### src/rtl/seven_seg_pkg.sv
// Shared constants, FSM state type and leading-zero helper for the
// seven-segment scan controller.
package seven_seg_pkg;

  localparam int MAX_DIGITS = 16;

  localparam logic [6:0]            SEG_OFF = 7'h7F;
  localparam logic [MAX_DIGITS-1:0] AN_OFF  = '1;

  typedef enum logic {
    DEAD  = 1'b0,
    DRIVE = 1'b1
  } scan_state_e;

  // Bit k set when digit k is a leading zero: every nibble j >= k is zero.
  // Digit 0 is never blanked.
  function automatic logic [MAX_DIGITS-1:0] lz_mask(
    input logic [4*MAX_DIGITS-1:0] frame,
    input int                      num_digits
  );
    logic [MAX_DIGITS-1:0] m;
    logic                  seen_nz;
    m       = '0;
    seen_nz = 1'b0;
    for (int k = MAX_DIGITS-1; k >= 1; k--) begin
      if (k < num_digits) begin
        seen_nz = seen_nz | (frame[4*k +: 4] != 4'h0);
        m[k]    = ~seen_nz;
      end
    end
    return m;
  endfunction

endpackage

### src/rtl/seven_seg_display_encoder.sv
// Hex nibble to seven-segment pattern, active-high, bit order {g,f,e,d,c,b,a}.
module seven_seg_display_encoder (
  input  logic [3:0] hex,
  output logic [6:0] seg
);

  always_comb begin
    seg = 7'h00;
    unique case (hex)
      4'h0: seg = 7'h3F;
      4'h1: seg = 7'h06;
      4'h2: seg = 7'h5B;
      4'h3: seg = 7'h4F;
      4'h4: seg = 7'h66;
      4'h5: seg = 7'h6D;
      4'h6: seg = 7'h7D;
      4'h7: seg = 7'h07;
      4'h8: seg = 7'h7F;
      4'h9: seg = 7'h6F;
      4'hA: seg = 7'h77;
      4'hB: seg = 7'h7C;
      4'hC: seg = 7'h39;
      4'hD: seg = 7'h5E;
      4'hE: seg = 7'h79;
      4'hF: seg = 7'h71;
      default: seg = 7'h00;
    endcase
  end

endmodule

### src/rtl/seven_seg_scan_ctrl.sv
// Time-multiplexed scan controller for a common-anode multi-digit display with
// a double-buffered hex frame, dead-time anti-ghosting and leading-zero blanking.
module seven_seg_scan_ctrl
  import seven_seg_pkg::*;
#(
  parameter int NUM_DIGITS  = 4,
  parameter int SLOT_CYCLES = 100000,
  parameter int DEAD_CYCLES = 1000
) (
  input  logic                    clk,
  input  logic                    rst_n,
  input  logic [4*NUM_DIGITS-1:0] value_in,
  input  logic [NUM_DIGITS-1:0]   dp_in,
  input  logic                    load,
  input  logic                    lz_blank,
  output logic                    busy,
  output logic [6:0]              seg_n,
  output logic                    dp_n,
  output logic [NUM_DIGITS-1:0]   an_n,
  output logic                    frame_start
);

  localparam int CW = $clog2(SLOT_CYCLES);
  localparam int IW = (NUM_DIGITS > 1) ? $clog2(NUM_DIGITS) : 1;

  localparam logic [CW-1:0] CNT_LAST = CW'(SLOT_CYCLES - 1);
  localparam logic [CW-1:0] DEAD_END = CW'(DEAD_CYCLES - 1);
  localparam logic [IW-1:0] IDX_LAST = IW'(NUM_DIGITS - 1);

  scan_state_e state_q, state_d;
  logic [CW-1:0] cnt_q, cnt_d;
  logic [IW-1:0] idx_q, idx_d;
  logic [4*NUM_DIGITS-1:0] act_q, act_d, pend_q, pend_d;
  logic [NUM_DIGITS-1:0]   act_dp_q, act_dp_d, pend_dp_q, pend_dp_d;
  logic busy_q, busy_d;
  logic blank_q, blank_d;
  logic [6:0] seg_n_q, seg_n_d;
  logic dp_n_q, dp_n_d;
  logic [NUM_DIGITS-1:0] an_n_q, an_n_d;

  logic                    wrap;
  logic                    slot_end;
  logic [4*NUM_DIGITS-1:0] frame_sel;
  logic [NUM_DIGITS-1:0]   dp_sel;
  logic [NUM_DIGITS-1:0]   blank_mask;
  logic [3:0]              nib;
  logic [6:0]              seg_raw;

  assign wrap     = (cnt_q == '0) && (idx_q == '0);
  assign slot_end = (cnt_q == CNT_LAST);

  // On the frame boundary the pending frame is what this slot must show,
  // so look at it directly rather than waiting for the copy into active.
  assign frame_sel  = wrap ? pend_q    : act_q;
  assign dp_sel     = wrap ? pend_dp_q : act_dp_q;
  assign blank_mask = NUM_DIGITS'(lz_mask((4*MAX_DIGITS)'(frame_sel), NUM_DIGITS));
  assign nib        = frame_sel[4*idx_q +: 4];

  seven_seg_display_encoder u_enc (
    .hex (nib),
    .seg (seg_raw)
  );

  always_comb begin
    state_d = state_q;
    unique case (state_q)
      DEAD:    if (cnt_q == DEAD_END) state_d = DRIVE;
      DRIVE:   if (slot_end)          state_d = DEAD;
      default: state_d = DEAD;
    endcase
  end

  always_comb begin
    cnt_d = slot_end ? '0 : cnt_q + 1'b1;
    idx_d = idx_q;
    if (slot_end) idx_d = (idx_q == IDX_LAST) ? '0 : idx_q + 1'b1;

    act_d     = wrap ? pend_q    : act_q;
    act_dp_d  = wrap ? pend_dp_q : act_dp_q;
    pend_d    = load ? value_in  : pend_q;
    pend_dp_d = load ? dp_in     : pend_dp_q;
    busy_d    = load ? 1'b1 : (wrap ? 1'b0 : busy_q);

    // Blank decision is taken once at slot start and held for the slot.
    blank_d = (cnt_q == '0) ? (lz_blank & blank_mask[idx_q]) : blank_q;

    an_n_d = AN_OFF[NUM_DIGITS-1:0];
    if (state_q == DRIVE && !blank_d) an_n_d[idx_q] = 1'b0;
    seg_n_d = blank_d ? SEG_OFF : ~seg_raw;
    dp_n_d  = ~(dp_sel[idx_q] & ~blank_d);
  end

  always_ff @(posedge clk or negedge rst_n) begin
    if (!rst_n) begin
      state_q   <= DEAD;
      cnt_q     <= '0;
      idx_q     <= '0;
      act_q     <= '0;
      act_dp_q  <= '0;
      pend_q    <= '0;
      pend_dp_q <= '0;
      busy_q    <= 1'b0;
      blank_q   <= 1'b0;
      seg_n_q   <= SEG_OFF;
      dp_n_q    <= 1'b1;
      an_n_q    <= AN_OFF[NUM_DIGITS-1:0];
    end else begin
      state_q   <= state_d;
      cnt_q     <= cnt_d;
      idx_q     <= idx_d;
      act_q     <= act_d;
      act_dp_q  <= act_dp_d;
      pend_q    <= pend_d;
      pend_dp_q <= pend_dp_d;
      busy_q    <= busy_d;
      blank_q   <= blank_d;
      seg_n_q   <= seg_n_d;
      dp_n_q    <= dp_n_d;
      an_n_q    <= an_n_d;
    end
  end

  assign busy        = busy_q;
  assign seg_n       = seg_n_q;
  assign dp_n        = dp_n_q;
  assign an_n        = an_n_q;
  // Gated by reset so the pulse stays low while held in reset.
  assign frame_start = rst_n & wrap;

endmodule

### config.mk
export PLATFORM = sky130hd
export DESIGN_NAME = seven_seg_scan_ctrl
export DESIGN_NICKNAME = d
export VERILOG_FILES = /design/src/rtl/seven_seg_pkg.sv /design/src/rtl/seven_seg_display_encoder.sv /design/src/rtl/seven_seg_scan_ctrl.sv
export SDC_FILE = /design/constraint.sdc
export NUM_CORES = 1
export LEC_CHECK = 0
export ABC_AREA = 1
export ABC_CLOCK_PERIOD_IN_PS = 4700
export CORE_ASPECT_RATIO = 0.5
export CORE_MARGIN = 2
export CORE_UTILIZATION = 58
export CTS_BUF_LIST = sky130_fd_sc_hd__clkbuf_8
export DETAILED_ROUTE_END_ITERATION = 12
export PLACE_DENSITY_LB_ADDON = 0.3
export SYNTH_ARGS = -nofsm -noshare
export SYNTH_HDL_FRONTEND = slang
export SYNTH_SLANG_ARGS = --single-unit
### constraint.sdc
create_clock -name clk -period 4.7 [get_ports clk]
set_input_delay 0.94 -clock clk [delete_from_list [all_inputs] [get_ports clk]]
set_output_delay 0.94 -clock clk [all_outputs]
set_load 0.02 [all_outputs]
==> qor.json, run 1 <==
{
  "multi_input_area": {"value": 0.00187, "unit": "mm²"},
  "power.ir.vdd_worst": {"value": 0.223, "unit": "mV"},
  "synth_area_leaders": {"value": "dfrtp_1, nand2_1, dfstp_2"},
  "leak_pwr": {"value": 2.27, "unit": "nW"},
  "highest_clock_frequency_the_design_can_meet": {"value": 268, "unit": "MHz"},
  "cts-root-to-sink-buffers": {"value": 2},
  "rr_startpoint": {"value": "idx_q[0]$_DFFE_PN0N_"},
  "num-fill-cells": {"value": 542},
  "classification_of_the_worst_setup_path": {"value": "reg2out"},
  "post_cts_buffers": {"value": 0},
  "tns": {"value": 0, "unit": "ns"},
  "worstSetupStartpoint": {"value": "idx_q[0]$_DFFE_PN0N_"},
  "fin_util": {"value": 70.4, "unit": "%"},
  "fin_nets": {"value": 541},
  "vias": {"value": 3107},
  "cts_tree": {"value": "built"},
  "rsz0062_at_grt": {"value": "false"},
  "syn-cell-area": {"value": 0.00407, "unit": "mm²"},
  "fraction_of_final_layout_cells_with_drive_strength_greater_than_1": {"value": 20.8, "unit": "%"},
  "num_io_pins": {"value": 38},
  "end_kind": {"value": "output port"},
  "power_density": {"value": 298, "unit": "mW/mm²"},
  "worst-endpoint-arrival": {"value": 2.80, "unit": "ns"},
  "clk_root_buffer_cell": {"value": "clkbuf_8"},
  "cp-start-kind": {"value": "flip-flop"},
  "dpl_cell_area": {"value": 0.00449, "unit": "mm²"},
  "die_h": {"value": 63.2, "unit": "µm"},
  "grt_pass1_wl": {"value": 14100, "unit": "µm"},
  "drtAntennaViolNets": {"value": 0},
  "min_path_type": {"value": "reg2reg"},
  "crit_end": {"value": "frame_start"},
  "ys_ff_latch": {"value": 74},
  "routedWlPerCell": {"value": 13.3, "unit": "µm"},
  "period_share": {"value": 79.5, "unit": "%"},
  "worst_setup_hold_path_clk_slew": {"value": 0.08, "unit": "ns"},
  "finalSetupViolations": {"value": 0},
  "syn_warnings": {"value": 0},
  "cts_max_level": {"value": 3},
  "netlist.top_cell.by_area": {"value": "dfrtp_1"},
  "worst-path-max-fanout": {"value": 23},
  "final_hold_viol_count": {"value": 0},
  "numCtsBuffers": {"value": 9},
  "synth_edf_count": {"value": 0},
  "status": {"value": "completed"},
  "wirelength": {"value": 8020, "unit": "µm"},
  "async_flop_share": {"value": 100, "unit": "%"},
  "seqCellArea": {"value": 0.00187, "unit": "mm²"},
  "route.detailed.drc": {"value": 0},
  "die_x": {"value": 122, "unit": "µm"},
  "slew_headroom": {"value": 28.1, "unit": "%"},
  "area.growth.synth_to_final": {"value": 16.4, "unit": "%"},
  "vias_per_cell": {"value": 5.16},
  "num_rows": {"value": 21},
  "cts_repair_resize_count": {"value": 0},
  "worst-slew-pin-transition": {"value": 1.07, "unit": "ns"},
  "final_period_minus_worst_setup_slack": {"value": 3.74, "unit": "ns"},
  "clk_latency": {"value": 0.36, "unit": "ns"},
  "placement.io_buffers": {"value": 37},
  "worst-r2r-setup-slack": {"value": 1.64, "unit": "ns"},
  "rr_worst_depth": {"value": 15},
  "antennaDiodeCount": {"value": 0},
  "synth.most_common_cell": {"value": "nand2_1"},
  "worst-endpoint-required": {"value": 3.76, "unit": "ns"},
  "final_max_slew_viols": {"value": 0},
  "post-route-cell-area": {"value": 0.00474, "unit": "mm²"},
  "globalRoute.totalOverflow": {"value": 0},
  "synth_cells": {"value": 465},
  "detail_route.first_pass.iterations": {"value": 4},
  "hpwlAfterDp": {"value": 5860, "unit": "µm"},
  "core_region_area": {"value": 0.00673, "unit": "mm²"},
  "maximum_number_of_pins_on_one_net_before_global_route_repair": {"value": 53},
  "synth_nets": {"value": 501},
  "synth.top_cell.area_share": {"value": 38.1, "unit": "%"},
  "most_used_standard_cells_in_the_synthesized_netlist": {"value": "nand2_1, dfrtp_1, inv_1"},
  "initial_utilization": {"value": 60.5, "unit": "%"},
  "timing.clock.skew": {"value": 0.00828, "unit": "ns"},
  "synth_sequential_area_ratio": {"value": 45.9, "unit": "%"},
  "synth_cell_types": {"value": 42},
  "dieArea": {"value": 0.00774, "unit": "mm²"},
  "cts.sink_count": {"value": 74},
  "antenna_found_initial": {"value": 0},
  "grt.total_usage": {"value": 23.8, "unit": "%"},
  "maxCapViolations": {"value": 0},
  "routability_congestion_estimate_from_global_placement": {"value": 0.862},
  "r2r_end": {"value": "seg_n[3]$_DFF_PN1_"},
  "ys_dominant_reg_cell": {"value": "dfrtp_1"},
  "via_count_of_the_first_global_routing_pass": {"value": 2937},
  "post_synth.cell_area_avg": {"value": 8.75, "unit": "µm²"},
  "drtIter0Drc": {"value": 285},
  "cts.hold.buffers_added": {"value": 0}
}
cell families after synthesis:
logic type | count (synthesis) | share of synthesized area (%)
flip-flops | 74 | 45.9
multiplexers | 1 | 0.277
AND/OR/NAND/NOR | 260 | 36.0
buffers and inverters | 78 | 8.24
XOR/XNOR | 2 | 0.431
AO/OA/AOI/OAI | 38 | 5.44
adder cells (fa/ha/maj) | 12 | 3.69
stage by stage:
step                power [W]  std cells  setup WS, ns  hold WS, ns
CTS                   0.00142        602         0.964        0.476
floorplan            0.000765        465          2.01        0.437
global route          0.00148        602         0.804        0.492
finish                0.00141        602         0.963        0.475
detailed placement   0.000826        586          1.37        0.458
global placement     0.000823        586          1.42        0.456
state kept, by name (all words and copies together), names as in the netlist:
| register | count |
|---|---|
| dp_n | 1 |
| busy | 1 |
| state_q | 1 |
| cnt_q | 17 |
| pend_q | 16 |
| act_q | 16 |
| act_dp_q | 4 |
| blank_q | 1 |
| an_n | 4 |
| idx_q | 2 |
| pend_dp_q | 4 |
| seg_n | 7 |
worst min path at each step:
stage                                  start             endpoint  slack [ns]  depth (start not counted)
final                     act_q[0]$_DFF_PN0_   act_q[0]$_DFF_PN0_        0.47                          2
after global placement    act_q[0]$_DFF_PN0_   act_q[0]$_DFF_PN0_        0.46                          2
after floorplan           act_q[0]$_DFF_PN0_   act_q[0]$_DFF_PN0_        0.44                          2
after CTS                              rst_n  cnt_q[12]$_DFF_PN0_        0.48                          1
after detailed placement  act_q[0]$_DFF_PN0_   act_q[0]$_DFF_PN0_        0.46                          2
after global routing                   rst_n   cnt_q[3]$_DFF_PN0_        0.49                          1
report_power, final:
group	internal, W	switching, W	leakage, nW	total (W)
sequential	0.000671	0.0000123	0.889	0.000684
clock	0.000364	0.000235	0.124	0.000599
combinational	0.0000536	0.0000769	1.26	0.000131
total	0.00109	0.000324	2.27	0.00141
worst max-delay path, cell delays in order, from the launching register on:
cell             delay, ns
dfrtp_1               0.52
inv_1                 0.29
ha_1                  0.20
buf_4                 0.25
nand3_4               0.35
nor2_1                0.19
clkdlybuf4s50_1       0.62
final cells by class:
type / instances / share of cell area [%]
clock inverter: 6 / 2.25
sequential: 74 / 39.4
timing repair buffer: 40 / 8.24
inverter: 67 / 5.36
multi-input combinational: 313 / 39.4
tap: 92 / 2.43
clock buffer: 10 / 2.91
metal layers:
metal,vias to the layer above,global-route usage (%),wire [µm]
met5,-,0,0
met4,0,8.76,102
met3,10,7.07,594
met2,73,35.0,3570
met1,1459,33.4,3750
li1,1565,-,-
layout by cell type (no fill, tap or decap), types with 6 or more instances in the layout:
master	n
o21ai_0	18
nor2_1	25
clkdlybuf4s50_1	36
nand2_2	19
dfstp_2	12
nor2_4	9
nand3_2	10
clkbuf_8	10
dfrtp_1	62
inv_1	61
nand4_1	17
o21ai_1	6
nand3_1	26
ha_1	12
nor3_1	7
nand2_4	9
nor2_2	7
nand2_1	114
Note: power is estimated with default switching activity, not from simulation.
==> run 2, diff against run 1 <==
Settings changed: ABC_CLOCK_PERIOD_IN_PS 4700 to 3290, CORE_UTILIZATION 58 to 54.
Clock period 4.7 ns to 3.29 ns, I/O delays scaled along.
==> qor.json, run 2 (same netlist as run 1, synthesis figures left out) <==
{
  "status": {"value": "completed"},
  "layout.cells.most_common_list": {"value": "nand2_1, dfrtp_1, inv_1, clkdlybuf4s50_1, nand3_1"},
  "share_clk_of_total_power": {"value": 44.4, "unit": "%"},
  "vias": {"value": 3090},
  "top_register_by_number_of_flip_flops": {"value": "cnt_q"},
  "fin_nets": {"value": 545},
  "cts_tree": {"value": "built"},
  "grt_pass1_wl": {"value": 14000, "unit": "µm"},
  "final_period_minus_worst_setup_slack": {"value": 3.10, "unit": "ns"},
  "hpwlAfterDp": {"value": 6040, "unit": "µm"},
  "placement.io_buffers": {"value": 37},
  "grt.total_usage": {"value": 22.0, "unit": "%"},
  "area.growth.synth_to_final": {"value": 17.8, "unit": "%"},
  "timing.clock.skew": {"value": 0.0111, "unit": "ns"},
  "route.detailed.drc": {"value": 0},
  "post_cts_buffers": {"value": 0},
  "die_h": {"value": 65.4, "unit": "µm"},
  "core_region_area": {"value": 0.00732, "unit": "mm²"},
  "maximum_number_of_pins_on_one_net_before_global_route_repair": {"value": 75},
  "classification_of_the_worst_setup_path": {"value": "reg2out"},
  "total_switching_power": {"value": 0.000457, "unit": "W"},
  "end_kind": {"value": "output port"},
  "antenna_found_initial": {"value": 0},
  "routedWlPerCell": {"value": 13.3, "unit": "µm"},
  "largest_reg_flops": {"value": 17},
  "worst-endpoint-required": {"value": 2.63, "unit": "ns"},
  "cts.sink_count": {"value": 74},
  "min_path_type": {"value": "reg2reg"},
  "rsz0062_at_grt": {"value": "false"},
  "routability_congestion_estimate_from_global_placement": {"value": 0.835},
  "power.internal": {"value": 0.00163, "unit": "W"},
  "worst-path-max-fanout": {"value": 12},
  "highest_clock_frequency_the_design_can_meet": {"value": 322, "unit": "MHz"},
  "power.ir.vdd_worst": {"value": 0.253, "unit": "mV"},
  "antennaDiodeCount": {"value": 0},
  "worst-endpoint-arrival": {"value": 2.45, "unit": "ns"},
  "cts_repair_resize_count": {"value": 0},
  "via_count_of_the_first_global_routing_pass": {"value": 2999},
  "maxCapViolations": {"value": 0},
  "timing.hold.worst.start": {"value": "act_q[0]$_DFF_PN0_"},
  "num_io_pins": {"value": 38},
  "vias_per_cell": {"value": 5.07},
  "cp-start-kind": {"value": "flip-flop"},
  "reg.largest.list": {"value": "cnt_q (17), act_q (16), pend_q (16)"},
  "crit_end": {"value": "frame_start"},
  "cts.hold.buffers_added": {"value": 0},
  "final_hold_viol_count": {"value": 0},
  "period_share": {"value": 94.3, "unit": "%"},
  "die_x": {"value": 127, "unit": "µm"},
  "seq_power_share": {"value": 46.7, "unit": "%"},
  "wirelength": {"value": 8120, "unit": "µm"},
  "worst_setup_hold_path_clk_slew": {"value": 0.08, "unit": "ns"},
  "worst-r2r-setup-slack": {"value": 0.46, "unit": "ns"},
  "rr_startpoint": {"value": "idx_q[0]$_DFFE_PN0N_"},
  "slew_headroom": {"value": 38.2, "unit": "%"},
  "clk_root_buffer_cell": {"value": "clkbuf_8"},
  "fraction_of_final_layout_cells_with_drive_strength_greater_than_1": {"value": 21.4, "unit": "%"},
  "finalSetupViolations": {"value": 0},
  "final_max_slew_viols": {"value": 0},
  "tns": {"value": 0, "unit": "ns"},
  "sw_frac_of_total": {"value": 21.9, "unit": "%"},
  "cts-root-to-sink-buffers": {"value": 2},
  "worst-slew-pin-transition": {"value": 0.927, "unit": "ns"},
  "leak_pwr": {"value": 2.31, "unit": "nW"},
  "share_comb_of_total_power": {"value": 8.9, "unit": "%"},
  "drtAntennaViolNets": {"value": 0},
  "power_density": {"value": 436, "unit": "mW/mm²"},
  "rr_worst_depth": {"value": 17},
  "fin_util": {"value": 65.5, "unit": "%"},
  "clk_latency": {"value": 0.36, "unit": "ns"},
  "globalRoute.totalOverflow": {"value": 0},
  "dieArea": {"value": 0.00829, "unit": "mm²"},
  "num_rows": {"value": 22},
  "r2r_end": {"value": "seg_n[0]$_DFF_PN1_"},
  "worstSetupStartpoint": {"value": "idx_q[0]$_DFFE_PN0N_"},
  "initial_utilization": {"value": 55.6, "unit": "%"},
  "numCtsBuffers": {"value": 9},
  "detail_route.first_pass.iterations": {"value": 4},
  "cts_max_level": {"value": 3},
  "final_common_cell": {"value": "nand2_1"},
  "drtIter0Drc": {"value": 197}
}
[run 2: cell types whose count changed in the layout (fill, tap and decap cells not counted)]
| cell | delta |
|---|---|
| buf_4 | +4 |
| clkinvlp_4 | -1 |
| bufinv_16 | +1 |
[run 2: critical path, stage by stage (launching register included)]
cell,delay (ns)
dfrtp_1,0.53
inv_1,0.33
ha_1,0.28
nand3_4,0.16
nor2_1,0.15
clkdlybuf4s50_1,0.62
[run 2: power by group through the flow]
stage               logic [W]  clock network (W)  registers (W)
finish               0.000186           0.000927       0.000977
global route         0.000210           0.000988       0.000980
CTS                  0.000188           0.000945       0.000976
detailed placement   0.000186                  0       0.000993
global placement     0.000184                  0       0.000992
floorplan           0.0000913                  0        0.00100
[run 2: worst min path at each step]
| stage | end | slack (ns) | cells past startpoint |
|---|---|---|---|
| detailed placement | act_q[1]$_DFF_PN0_ | 0.46 | 2 |
| global placement | act_q[0]$_DFF_PN0_ | 0.45 | 2 |
| CTS | act_q[0]$_DFF_PN0_ | 0.48 | 2 |
| global route | act_q[0]$_DFF_PN0_ | 0.50 | 2 |
| floorplan | act_dp_q[0]$_DFF_PN0_ | 0.36 | 0 |
| finish | act_q[0]$_DFF_PN0_ | 0.48 | 2 |
[run 2: metal layers]
layer | part of all wire (%) | vias up | track usage [%]
met5 | 0 | - | 0
met3 | 5.3 | 9 | 7.82
li1 | - | 1575 | -
met4 | 0.69 | 0 | 4.67
met2 | 44 | 69 | 34.1
met1 | 49 | 1437 | 30.0
[run 2: stage by stage]
step	cells	worst slack (ns)	power (W)	hold slack, ns	cell area (µm²)
global route	610	0.0417	0.00218	0.497	4790
CTS	610	0.147	0.00211	0.483	4790
floorplan	465	0.780	0.00109	0.362	4070
finish	610	0.187	0.00209	0.482	4790
detailed placement	594	0.480	0.00118	0.457	4530
global placement	594	0.515	0.00118	0.453	4530
[run 2: final cells by class]
cell class	count	area [µm²]
fill	593	2530
inverter	67	254
multi-input combinational	313	1870
clock buffer	10	138
sequential	74	1870
clock inverter	6	129
timing repair buffer	44	420
tap	96	120
==> run 3, diff against run 2 <==
Settings changed: CORE_UTILIZATION 54 to 53, SYNTH_HIERARCHICAL set to 1.
==> qor.json, run 3 <==
{
  "status": {"value": "completed"},
  "clk_root_buffer_cell": {"value": "clkbuf_8"},
  "synth.most_common_cell": {"value": "nand2_1"},
  "synth_cells": {"value": 439},
  "worst-slew-pin-transition": {"value": 0.913, "unit": "ns"},
  "ys_dominant_reg_cell": {"value": "dfrtp_1"},
  "placement.io_buffers": {"value": 37},
  "maxCapViolations": {"value": 0},
  "place_inst": {"value": 563},
  "leak_pwr": {"value": 2.19, "unit": "nW"},
  "core_region_area": {"value": 0.00673, "unit": "mm²"},
  "power.ir.vdd_worst": {"value": 0.319, "unit": "mV"},
  "worst-endpoint-arrival": {"value": 2.37, "unit": "ns"},
  "syn_warnings": {"value": 6},
  "detail_route.first_pass.iterations": {"value": 4},
  "routability_congestion_estimate_from_global_placement": {"value": 0.837},
  "reg.largest.list": {"value": "cnt_q (17), act_q (16), pend_q (16)"},
  "hpwlAfterDp": {"value": 5370, "unit": "µm"},
  "post-route-cell-area": {"value": 0.00435, "unit": "mm²"},
  "drtIter0Drc": {"value": 190},
  "post_synth.cell_area_avg": {"value": 8.42, "unit": "µm²"},
  "die_x": {"value": 122, "unit": "µm"},
  "dpl_cell_area": {"value": 0.00415, "unit": "mm²"},
  "period_share": {"value": 92.1, "unit": "%"},
  "power_density": {"value": 432, "unit": "mW/mm²"},
  "initial_utilization": {"value": 55.0, "unit": "%"},
  "synth_sequential_area_ratio": {"value": 50.5, "unit": "%"},
  "routedWlPerCell": {"value": 12.7, "unit": "µm"},
  "final_hold_viol_count": {"value": 0},
  "worst-endpoint-required": {"value": 2.63, "unit": "ns"},
  "most_used_standard_cells_in_the_synthesized_netlist": {"value": "nand2_1, dfrtp_1, inv_1"},
  "synth_area_leaders": {"value": "dfrtp_1, nand2_1, dfstp_2"},
  "synth.top_cell.area_share": {"value": 42.0, "unit": "%"},
  "cp-start-kind": {"value": "flip-flop"},
  "wirelength": {"value": 7380, "unit": "µm"},
  "tns": {"value": 0, "unit": "ns"},
  "area.growth.synth_to_final": {"value": 17.7, "unit": "%"},
  "ys_ff_latch": {"value": 74},
  "num_io_pins": {"value": 38},
  "numCtsBuffers": {"value": 9},
  "finalSetupViolations": {"value": 0},
  "final_period_minus_worst_setup_slack": {"value": 3.03, "unit": "ns"},
  "classification_of_the_worst_setup_path": {"value": "reg2out"},
  "antenna_found_initial": {"value": 0},
  "cts_tree": {"value": "built"},
  "slew_headroom": {"value": 38.9, "unit": "%"},
  "end_kind": {"value": "output port"},
  "maximum_number_of_pins_on_one_net_before_global_route_repair": {"value": 63},
  "globalRoute.busiestLayer": {"value": "met2"},
  "async_flop_share": {"value": 100, "unit": "%"},
  "met3_usage": {"value": 6.79, "unit": "%"},
  "globalRoute.totalOverflow": {"value": 0},
  "min_path_type": {"value": "in2async"},
  "cts.sink_count": {"value": 74},
  "via_count_of_the_first_global_routing_pass": {"value": 2817},
  "crit_slowest_cell": {"value": "clkdlybuf4s50_1"},
  "highest_clock_frequency_the_design_can_meet": {"value": 330, "unit": "MHz"},
  "synth_edf_count": {"value": 0},
  "syn-cell-area": {"value": 0.00370, "unit": "mm²"},
  "max_stage_delay": {"value": 0.61, "unit": "ns"},
  "synth_nets": {"value": 476},
  "final_common_cell": {"value": "nand2_1"},
  "die_h": {"value": 63.1, "unit": "µm"},
  "worst_setup_hold_path_clk_slew": {"value": 0.08, "unit": "ns"},
  "grt.total_usage": {"value": 22.0, "unit": "%"},
  "clk_latency": {"value": 0.36, "unit": "ns"},
  "vias": {"value": 2906},
  "synth_cell_types": {"value": 36},
  "num-fill-cells": {"value": 603},
  "fin_util": {"value": 64.7, "unit": "%"},
  "netlist.top_cell.by_area": {"value": "dfrtp_1"},
  "final_max_slew_viols": {"value": 0},
  "route.detailed.drc": {"value": 0},
  "grt.met1_usage": {"value": 30.8, "unit": "%"},
  "rsz0062_at_grt": {"value": "false"},
  "dieArea": {"value": 0.00770, "unit": "mm²"},
  "fin_nets": {"value": 519},
  "cts-root-to-sink-buffers": {"value": 2},
  "worst-path-max-fanout": {"value": 26},
  "fraction_of_final_layout_cells_with_drive_strength_greater_than_1": {"value": 12.3, "unit": "%"},
  "crit_path_cell_trace": {"value": "inv_1 > ha_1 > nand3_2 > nor2_4 > nand3_4 > nor2_1 > clkdlybuf4s50_1"},
  "num_rows": {"value": 21},
  "drtAntennaViolNets": {"value": 0},
  "top_register_by_number_of_flip_flops": {"value": "cnt_q"},
  "pwr_total": {"value": 0.00188, "unit": "W"},
  "layout.cells.most_common_list": {"value": "nand2_1, dfrtp_1, inv_1, clkdlybuf4s50_1, nor2_1"},
  "groute.layer.met2.usage": {"value": 32.6, "unit": "%"},
  "grt_pass1_wl": {"value": 13000, "unit": "µm"},
  "largest_reg_flops": {"value": 17},
  "antennaDiodeCount": {"value": 0},
  "timing.clock.skew": {"value": 0.00828, "unit": "ns"},
  "finalNonFillerCells": {"value": 579},
  "cts_max_level": {"value": 3},
  "vias_per_cell": {"value": 5.02}
}
-- run 3: metrics by stage --
stage               hold slack, ns  setup WS [ns]
floorplan                    0.362          0.715
CTS                          0.286         0.0657
finish                       0.294          0.259
detailed placement           0.458          0.334
global route                 0.295         0.0471
global placement             0.464          0.473
-- run 3: repair_timing --
action | CTS | global route
hold buffers | 0 | 0
endpoints found under the hold margin | 0 | 0
buffers inserted | 0 | 0
endpoints found under the setup margin | 0 | 2
resized for setup | 0 | 1
-- run 3: worst max-delay path: cells and delay by family, from the launching register on --
family	cells	cell delay (ns)
adder cells (fa/ha/maj)	1	0.15
flip-flops	1	0.41
buffers and inverters	2	0.68
AND/OR/NAND/NOR	4	0.76
-- run 3: worst paths after layout --
path                                       startpoint                  endpoint  slack [ns]  depth (start not counted)
worst max-delay path               cnt_q[0]$_DFF_PN0_               frame_start        0.26                          7
worst min-delay path                            rst_n       cnt_q[15]$_DFF_PN0_        0.29                          2
worst max register to register     cnt_q[0]$_DFF_PN0_        seg_n[3]$_DFF_PN1_        0.45                         15
worst min register to register  pend_q[7]$_DFFE_PN0P_     pend_q[7]$_DFFE_PN0P_        0.48                          2
max in group asynchronous                       rst_n  pend_dp_q[3]$_DFFE_PN0P_        2.03                          3
min in group clk                pend_q[7]$_DFFE_PN0P_     pend_q[7]$_DFFE_PN0P_        0.48                          2
-- run 3: cell families (layout without fill, tap and decap cells) --
family	after synthesis	count (layout)	synth area share (%)
buf+inv	74	122	8.63
xor+xnor	2	2	0.474
flops	74	74	50.5
simple gates	225	225	27.7
compound gates	51	51	8.29
fa+ha+maj	13	13	4.40
-- run 3: area by class of cell --
cell class	count	area, µm²	share of cell area [%]
inverters	63	244	5.61
well taps	92	115	2.65
clock inverters	7	77.6	1.78
repair buffers	43	410	9.43
flip-flops and latches	74	1870	42.9
multi-input cells	291	1510	34.8
clock buffers	9	124	2.85
-- run 3: per-layer routing --
| metal | vias up | share of wire (%) |
|---|---|---|
| met2 | 55 | 44 |
| met5 | - | 0 |
| met3 | 8 | 5.6 |
| li1 | 1490 | - |
| met4 | 0 | 1.2 |
| met1 | 1353 | 49 |
-- run 3: where the power goes --
group / internal (W) / switching (W) / leakage (nW)
Sequential: 0.000963 / 0.0000151 / 0.892
Clock: 0.000355 / 0.000351 / 0.0998
Combinational: 0.0000823 / 0.000114 / 1.20
